==> config.mk <==
export PLATFORM = sky130hd
export DESIGN_NAME = ads1292_sample_fifo
export DESIGN_NICKNAME = d
export VERILOG_FILES = /design/src/rtl/ads1292_sample_fifo.sv
export SDC_FILE = /design/constraint.sdc
export NUM_CORES = 1
export LEC_CHECK = 0
export CORE_AREA = 5 5 135 137
export DETAILED_ROUTE_END_ITERATION = 12
export DIE_AREA = 0 0 140 142
export GPL_ROUTABILITY_DRIVEN = 0
export PLACE_DENSITY = 0.65
export SLEW_MARGIN = 20
export SYNTH_ARGS = -nofsm -noshare
export SYNTH_HDL_FRONTEND = slang
export SYNTH_SLANG_ARGS = --single-unit
export TNS_END_PERCENT = 10
==> constraint.sdc <==
create_clock -name i_CLK -period 12.9 [get_ports i_CLK]
set_input_delay 3.87 -clock i_CLK [delete_from_list [all_inputs] [get_ports i_CLK]]
set_output_delay 3.87 -clock i_CLK [all_outputs]
set_load 0.05 [all_outputs]
==> src/rtl/ads1292_sample_fifo.sv <==
// Elastic sample FIFO between ads1292_filter and sensor_core with level-to-pulse handshakes.
// Define ADS1292_FIFO_OVF_CNT_EN to build the saturating dropped-sample counter.
module ads1292_sample_fifo #(
    parameter int DW         = 24,
    parameter int DEPTH_LOG2 = 3
) (
    input  logic                  i_CLK,
    input  logic                  i_RSTN,
    input  logic [DW-1:0]         i_ADS1292_FILTERED_DATA,
    input  logic                  i_ADS1292_FILTERED_DATA_VALID,
    output logic                  o_ADS1292_FILTERED_DATA_ACK,
    output logic [DW-1:0]         o_ADS1292_FIFO_DATA,
    output logic                  o_ADS1292_FIFO_DATA_VALID,
    input  logic                  i_ADS1292_FIFO_DATA_ACK,
    output logic [DEPTH_LOG2:0]   o_ADS1292_FIFO_LEVEL,
    input  logic                  i_OVF_CLR,
    output logic [7:0]            o_OVF_CNT
);

    localparam int DEPTH = 1 << DEPTH_LOG2;

    typedef enum logic [1:0] {S_IDLE, S_ACK, S_WAIT_LOW} state_t;

    state_t                state, state_nxt;
    logic [DEPTH_LOG2:0]   wr_ptr, rd_ptr;
    logic [DW-1:0]         mem [DEPTH];
    logic                  ack_d;
    logic                  full, empty;
    logic                  push_req, push, pop, drop;

    // Extra pointer bit distinguishes full from empty when the index bits match.
    assign empty = (wr_ptr == rd_ptr);
    assign full  = (wr_ptr[DEPTH_LOG2] != rd_ptr[DEPTH_LOG2]) &&
                   (wr_ptr[DEPTH_LOG2-1:0] == rd_ptr[DEPTH_LOG2-1:0]);

    // Half-rate consumer holds ack for several cycles; only its rising edge pops.
    assign pop  = i_ADS1292_FIFO_DATA_ACK & ~ack_d & ~empty;
    // A same-cycle pop frees a slot, so a push into a full FIFO is still taken.
    assign push = push_req & (~full | pop);
    assign drop = push_req & full & ~pop;

    always_comb begin
        state_nxt                   = state;
        push_req                    = 1'b0;
        o_ADS1292_FILTERED_DATA_ACK = 1'b0;
        case (state)
            S_IDLE: begin
                if (i_ADS1292_FILTERED_DATA_VALID) begin
                    push_req  = 1'b1;
                    state_nxt = S_ACK;
                end
            end
            S_ACK: begin
                o_ADS1292_FILTERED_DATA_ACK = 1'b1;
                state_nxt                   = S_WAIT_LOW;
            end
            S_WAIT_LOW: begin
                if (!i_ADS1292_FILTERED_DATA_VALID) state_nxt = S_IDLE;
            end
            default: state_nxt = S_IDLE;
        endcase
    end

    always_ff @(posedge i_CLK or negedge i_RSTN) begin
        if (!i_RSTN) begin
            state  <= S_IDLE;
            wr_ptr <= '0;
            rd_ptr <= '0;
            ack_d  <= 1'b0;
        end else begin
            state <= state_nxt;
            ack_d <= i_ADS1292_FIFO_DATA_ACK;
            if (push) wr_ptr <= wr_ptr + 1'b1;
            if (pop)  rd_ptr <= rd_ptr + 1'b1;
        end
    end

    always_ff @(posedge i_CLK) begin
        if (push) mem[wr_ptr[DEPTH_LOG2-1:0]] <= i_ADS1292_FILTERED_DATA;
    end

    // Storage is not reset, so mask the head while empty to keep the output clean.
    assign o_ADS1292_FIFO_DATA       = empty ? '0 : mem[rd_ptr[DEPTH_LOG2-1:0]];
    assign o_ADS1292_FIFO_DATA_VALID = ~empty;
    assign o_ADS1292_FIFO_LEVEL      = wr_ptr - rd_ptr;

`ifdef ADS1292_FIFO_OVF_CNT_EN
    logic [7:0] ovf_cnt;

    always_ff @(posedge i_CLK or negedge i_RSTN) begin
        if (!i_RSTN)                       ovf_cnt <= 8'h00;
        else if (i_OVF_CLR)                ovf_cnt <= 8'h00;
        else if (drop && ovf_cnt != 8'hFF) ovf_cnt <= ovf_cnt + 8'h01;
    end

    assign o_OVF_CNT = ovf_cnt;
`else
    logic unused_ovf;
    assign unused_ovf = &{1'b0, i_OVF_CLR, drop};
    assign o_OVF_CNT  = 8'h00;
`endif

endmodule

==> reports/results.ini, run 1 <==
[status]
status = finished clean

[yosys]
synth_top_area_share_pct = 72.2
synth-compound-area-share_pct = 4.06
synthesis.instances = 362
yosysWarningCount = 0
synth-xor-area-share_pct = 1.22
synth_top_area_cell = edfxtp_1
async_flop_share_pct = 5.42
syn-cell-area_sq_um = 7990
synth_edf_count = 192
synth_area_leaders = edfxtp_1 (72%), mux4_2 (14%), dfrtp_1 (3.4%)
synth.mux.area_fraction_pct = 13.7
synth_top_family_by_area = multiplexers
ys_ff_latch = 203
ys_seq_area_share_pct = 75.6
avgSynthCellArea_sq_um = 22.1
synth.distinct_cells = 36
synthAdderAreaFrac_pct = 1.03
synth_flop_cell = edfxtp_1
synthSimpleGateAreaFrac_pct = 1.49

[placed_design]
io_buffer_count = 57
dp_hpwl_microns = 8060
dp_cells = 634

[detailed_routing]
ant_nets = 0
wirelength_microns = 14600
first_iter_violations = 176
drc_errors = 0
route.vias.total = 3690
drtPass1Iterations = 4
via_per_inst = 5.49
avgRoutedWirePerCell_microns = 21.7

[cts]
clock-sinks = 203
htreeDepth = 1
post_cts_buffers = 0
cts_buffers = 21
cts_hold_buffers = 0
clk_pin_slew_worst_paths_ns = 0.06
clk_latency_ns = 0.49
cts_resized = 0
cts_root_buf = clkbuf_16
cts_tree = built
clockBufferDepth = 3

[sta]
setup_viol = 0
finalCritPeriodShare_pct = 59.4
fin_skew_ns = 0.00825
slew_headroom_pct = 26.0
hold_violations = 0
layout_min_cycle_time_ns = 7.66
finalMaxSlewViolations = 0
fin_tns_setup_ns = 0
max_slew.worst_pin.slew_ns = 1.11
fmax_mhz = 131
rsz0062_at_grt = no

[die]
initial_core_util_pct = 47.2
die_width_microns = 140
die_h_microns = 142
die-area_sq_um = 19900
pin_count = 67
core_sq_um = 16900
rows = 48

[global_route]
grt_usage_pct = 15.0
antenna_found_initial = 0
grt_pass1_wl_microns = 22600
grt_max_degree = 52
grt_pass1_vias = 3932
grt_overflow = 0

[power]
peakVddDrop_mv = 0.165
leakage_nw = 3.10
power_density_nw_per_um2 = 272

[finish]
fillCellCount = 1285
final_common_cell = edfxtp_1
drive_above_1_share_pct = 24.2
final_cell_mix = edfxtp_1 (192), clkdlybuf4s50_1 (57), mux4_2 (48)
n_antenna_cell = 0
final_cells = 672
fin_nets = 467
areaGrowthSynthToFinish_pct = 18.9

[setup_path]
crit_arrival_ns = 3.79
crit_type = reg -> out
startpoint_type = flop
critPathMaxFanout = 24
cp_data_required_time_ns = 9.03
end_kind = primary output

[job]
drv_cap = 0

[min_path]
hold_path_class = reg -> reg

## cell usage after synthesis, types with 3 or more instances
cell / instances
edfxtp_1: 192
dfrtp_1: 11
xnor2_1: 6
mux4_2: 48
ha_1: 5
buf_2: 5
a22o_1: 24
inv_1: 7
buf_6: 7
clkbuf_1: 5
nand2_1: 8
buf_4: 10
a21oi_4: 3
nor3_1: 3
## report_power, final
group	internal, mW	leakage (nW)	switching, mW	total (mW)
clock	0.361	0.340	0.237	0.599
combinational	0.425	0.893	0.711	1.14
sequential	0.807	1.87	0.0374	0.844
total	1.59	3.10	0.986	2.58
## per-layer routing
metal / up-vias / GRT usage, % / share of wire (%)
li1: 1633 / - / -
met1: 1921 / 19.7 / 40
met2: 116 / 26.2 / 53
met3: 20 / 2.89 / 5.8
met4: 0 / 3.72 / 1.3
met5: - / 0 / 0
## area by class of cell
class,count,area (sq um),area share [%]
sequential,203,6050,63.7
multi-input combinational,131,1790,18.9
timing repair buffer,67,649,6.84
clock buffer,23,533,5.61
tap,225,282,2.96
clock inverter,15,164,1.73
inverter,8,30.0,0.316
## worst paths after layout
kind,depth (start not counted),startpoint,end,slack [ns]
max in group asynchronous,1,i_RSTN,rd_ptr[0],8.76
setup / recovery,6,wr_ptr[0],o_ADS1292_FIFO_DATA[22],5.24
hold reg to reg,2,state[1],state[1],0.57
hold / removal,2,state[1],state[1],0.57
setup reg to reg,7,wr_ptr[0],mem[6][22],9.57
min in group asynchronous,1,i_RSTN,state[0],3.73
## critical path, cell delays in order, from the launching register on
cell and delay (ns):
dfrtp_1 0.46, inv_1 0.14, ha_1 0.34, and3_1 0.36, a21oi_4 0.83, a22o_1 0.33, clkdlybuf4s50_1 0.82
## through the flow
| stage | power (mW) | utilization (%) | instance area [sq um] | worst slack (ns) | hold WS [ns] |
|---|---|---|---|---|---|
| finish | 2.58 | 56.1 | 9500 | 5.24 | 0.570 |
| global route | 2.69 | 56.1 | 9500 | 5.05 | 0.595 |
| CTS | 2.61 | 56.1 | 9490 | 5.19 | 0.572 |
| detailed placement | 2.01 | 51.9 | 8800 | 5.73 | 0.552 |
| global placement | 2.00 | 51.9 | 8800 | 5.74 | 0.518 |
| floorplan | 1.69 | - | 8010 | 5.69 | 0.500 |
## flip-flops by register name (all words and copies together), names as in the netlist
name,flops
wr_ptr,4
state,2
rd_ptr,4
ack_d,1
mem,192
## cell families after synthesis
group | count (synthesis)
AOI/OAI and AO/OA | 36
adders and majority gates | 6
and+or+nand+nor | 23
buffers and inverters | 35
xor gates and xnor gates | 9
DFF | 203
muxes | 49
other | 1
No activity file was read; power rests on OpenSTA's default activity.
==> inputs of run 2 (changes only) <==
Clock period 12.9 ns to 7.3 ns, I/O delays scaled along.
==> run 2 against run 1 <==
Via count is 0.11% lower. Flip-flop and latch count unchanged. Sequential power grew 77%. Clock power up 56%.
==> reports/results.ini, run 2 (same netlist as run 1, synthesis figures left out) <==
[status]
status = finished clean  ; unchanged

[setup_path]
cp_data_required_time_ns = 5.11  ; was 9.03 ns
crit_buf_inv = 2  ; unchanged
max_stage_delay_ns = 0.87  ; was 0.83 ns
critical-path-top-delay-family = compound AO/OA/AOI/OAI gates  ; unchanged
crit_arrival_ns = 3.86  ; was 3.79 ns
cp.depth = 6  ; unchanged
crit_type = reg -> out  ; unchanged
cp_slowest_cell = a21oi_4  ; unchanged
critPathMaxFanout = 24  ; unchanged
worstRegToRegCells = 7  ; unchanged
startpoint_type = flop  ; unchanged
cp_cell_sequence = inv_1, ha_1, and3_1, a21oi_4, a22o_1, clkdlybuf4s50_1  ; unchanged
end_kind = primary output  ; unchanged

[power]
power_mw = 4.44  ; was 2.58 mW
power_density_nw_per_um2 = 472  ; was 272 nW/um^2
leakage_nw = 3.06  ; was 3.10 nW
peakVddDrop_mv = 0.290  ; was 0.165 mV

[detailed_routing]
route.vias.total = 3686  ; was 3690
wirelength_microns = 14700  ; was 14600 microns
top_layer = met5  ; was met4
wl_met3_microns = 877  ; was 844 microns
ant_nets = 0  ; unchanged
drc_errors = 0  ; unchanged
route.met2.wl_microns = 7540  ; was 7740 microns
first_iter_violations = 245  ; was 176
via_per_inst = 5.49  ; about the same
drtPass1Iterations = 4  ; unchanged
wl_met1_microns = 5970  ; was 5830 microns
avgRoutedWirePerCell_microns = 21.9  ; was 21.7 microns

[sta]
hold_violations = 0  ; unchanged
setup_viol = 0  ; unchanged
max_slew.worst_pin.slew_ns = 1.07  ; was 1.11 ns
layout_min_cycle_time_ns = 6.05
fin_tns_setup_ns = 0  ; unchanged
finalMaxSlewViolations = 0  ; unchanged
fmax_mhz = 165
finalCritPeriodShare_pct = 82.8
whs_ns = 0.564  ; was 0.570 ns
fin_skew_ns = 0.0130  ; was 0.00825 ns
layout_setup_ws_ns = 1.25  ; was 5.24 ns
slew_headroom_pct = 28.0  ; was 26.0%
rsz0062_at_grt = no  ; unchanged

[cts]
cts_tree = built  ; unchanged
clk_pin_slew_worst_paths_ns = 0.05  ; was 0.06 ns
clock-sinks = 203  ; unchanged
clockBufferDepth = 3  ; unchanged
htreeDepth = 1  ; unchanged
cts_hold_buffers = 0  ; unchanged
cts_resized = 0  ; unchanged
cts_root_buf = clkbuf_16  ; unchanged
cts_buffers = 21  ; unchanged
post_cts_buffers = 0  ; unchanged
clk_latency_ns = 0.48  ; was 0.49 ns

[job]
drv_cap = 0  ; unchanged

[finish]
final_cells = 671  ; was 672
fillCellCount = 1290  ; was 1285
final_cell_mix = edfxtp_1 (192), clkdlybuf4s50_1 (57), mux4_2 (48)  ; unchanged
drive_above_1_share_pct = 22.4  ; was 24.2%
final_common_cell = edfxtp_1  ; unchanged
largest_reg_flops = 192  ; unchanged
fin_nets = 467  ; unchanged
areaGrowthSynthToFinish_pct = 17.8  ; was 18.9%
n_antenna_cell = 0  ; unchanged

[die]
die-area_sq_um = 19900  ; unchanged
die_h_microns = 142  ; unchanged
rows = 48  ; unchanged
initial_core_util_pct = 47.2  ; unchanged
core_sq_um = 16900  ; unchanged
die_width_microns = 140  ; unchanged
pin_count = 67  ; unchanged

[global_route]
grt_pass1_vias = 4012  ; was 3932
grt_max_degree = 52  ; unchanged
antenna_found_initial = 1  ; was 0
grt_pass1_wl_microns = 22900  ; was 22600 microns
grt_overflow = 0  ; unchanged
grt_usage_pct = 15.1  ; was 15.0%

[placed_design]
dp_cells = 634  ; unchanged
io_buffer_count = 57  ; unchanged
pre_cts_ws_ns = 1.72  ; was 5.73 ns
dp_hpwl_microns = 8220  ; was 8060 microns

[min_path]
hold_path_class = reg -> reg  ; unchanged
whs_path_depth = 2  ; unchanged

-- run 2: changes by cell type in the layout (fill, tap and decap cells not counted) --
cell	delta
clkbuf_8	+1
clkinv_2	-2
nor3_4	+1
clkinv_1	+2
bufinv_16	-3
clkinvlp_4	-2
inv_6	-2
nor3_2	-1
clkbuf_1	+5
-- run 2: layer usage --
layer | up-vias | track usage, %
met2 | 98 | 27.3
met4 | 2 | 3.62
met5 | - | 0
li1 | 1630 | -
met1 | 1925 | 19.0
met3 | 31 | 2.86
-- run 2: worst paths after layout --
path | from | end | slack (ns)
max | wr_ptr[0] | o_ADS1292_FIFO_DATA[22] | 1.25
min | state[0] | state[1] | 0.56
max reg2reg | wr_ptr[0] | mem[4][18] | 3.80
min reg2reg | state[0] | state[1] | 0.56
max in group asynchronous | i_RSTN | rd_ptr[0] | 4.87
min in group asynchronous | i_RSTN | rd_ptr[0] | 2.05
-- run 2: area by class of cell --
| type | count | area, sq um | area share (%) |
|---|---|---|---|
| Sequential cell | 203 | 6050 | 64.2 |
| Multi-Input combinational cell | 131 | 1800 | 19.1 |
| Timing Repair Buffer | 67 | 649 | 6.90 |
| Clock buffer | 29 | 566 | 6.01 |
| Tap cell | 225 | 282 | 2.99 |
| Clock inverter | 8 | 38.8 | 0.412 |
| Inverter | 8 | 30.0 | 0.319 |
-- run 2: worst min-delay path: stages, from the launching register on --
cell      delay [ns]
dfrtp_1         0.35
nand3b_1        0.12
nand2b_1        0.06
-- run 2: metrics by stage --
stage | area (sq um) | util (%)
finish | 9410 | 55.6
global route | 9410 | 55.6
CTS | 9410 | 55.5
detailed placement | 8800 | 52.0
global placement | 8800 | 51.9
floorplan | 8010 | -
-- run 2: where the power goes --
part           internal [mW]  total (mW)  switching, mW
clock                  0.540       0.933          0.393
sequential              1.43        1.49         0.0692
combinational          0.751        2.01           1.26
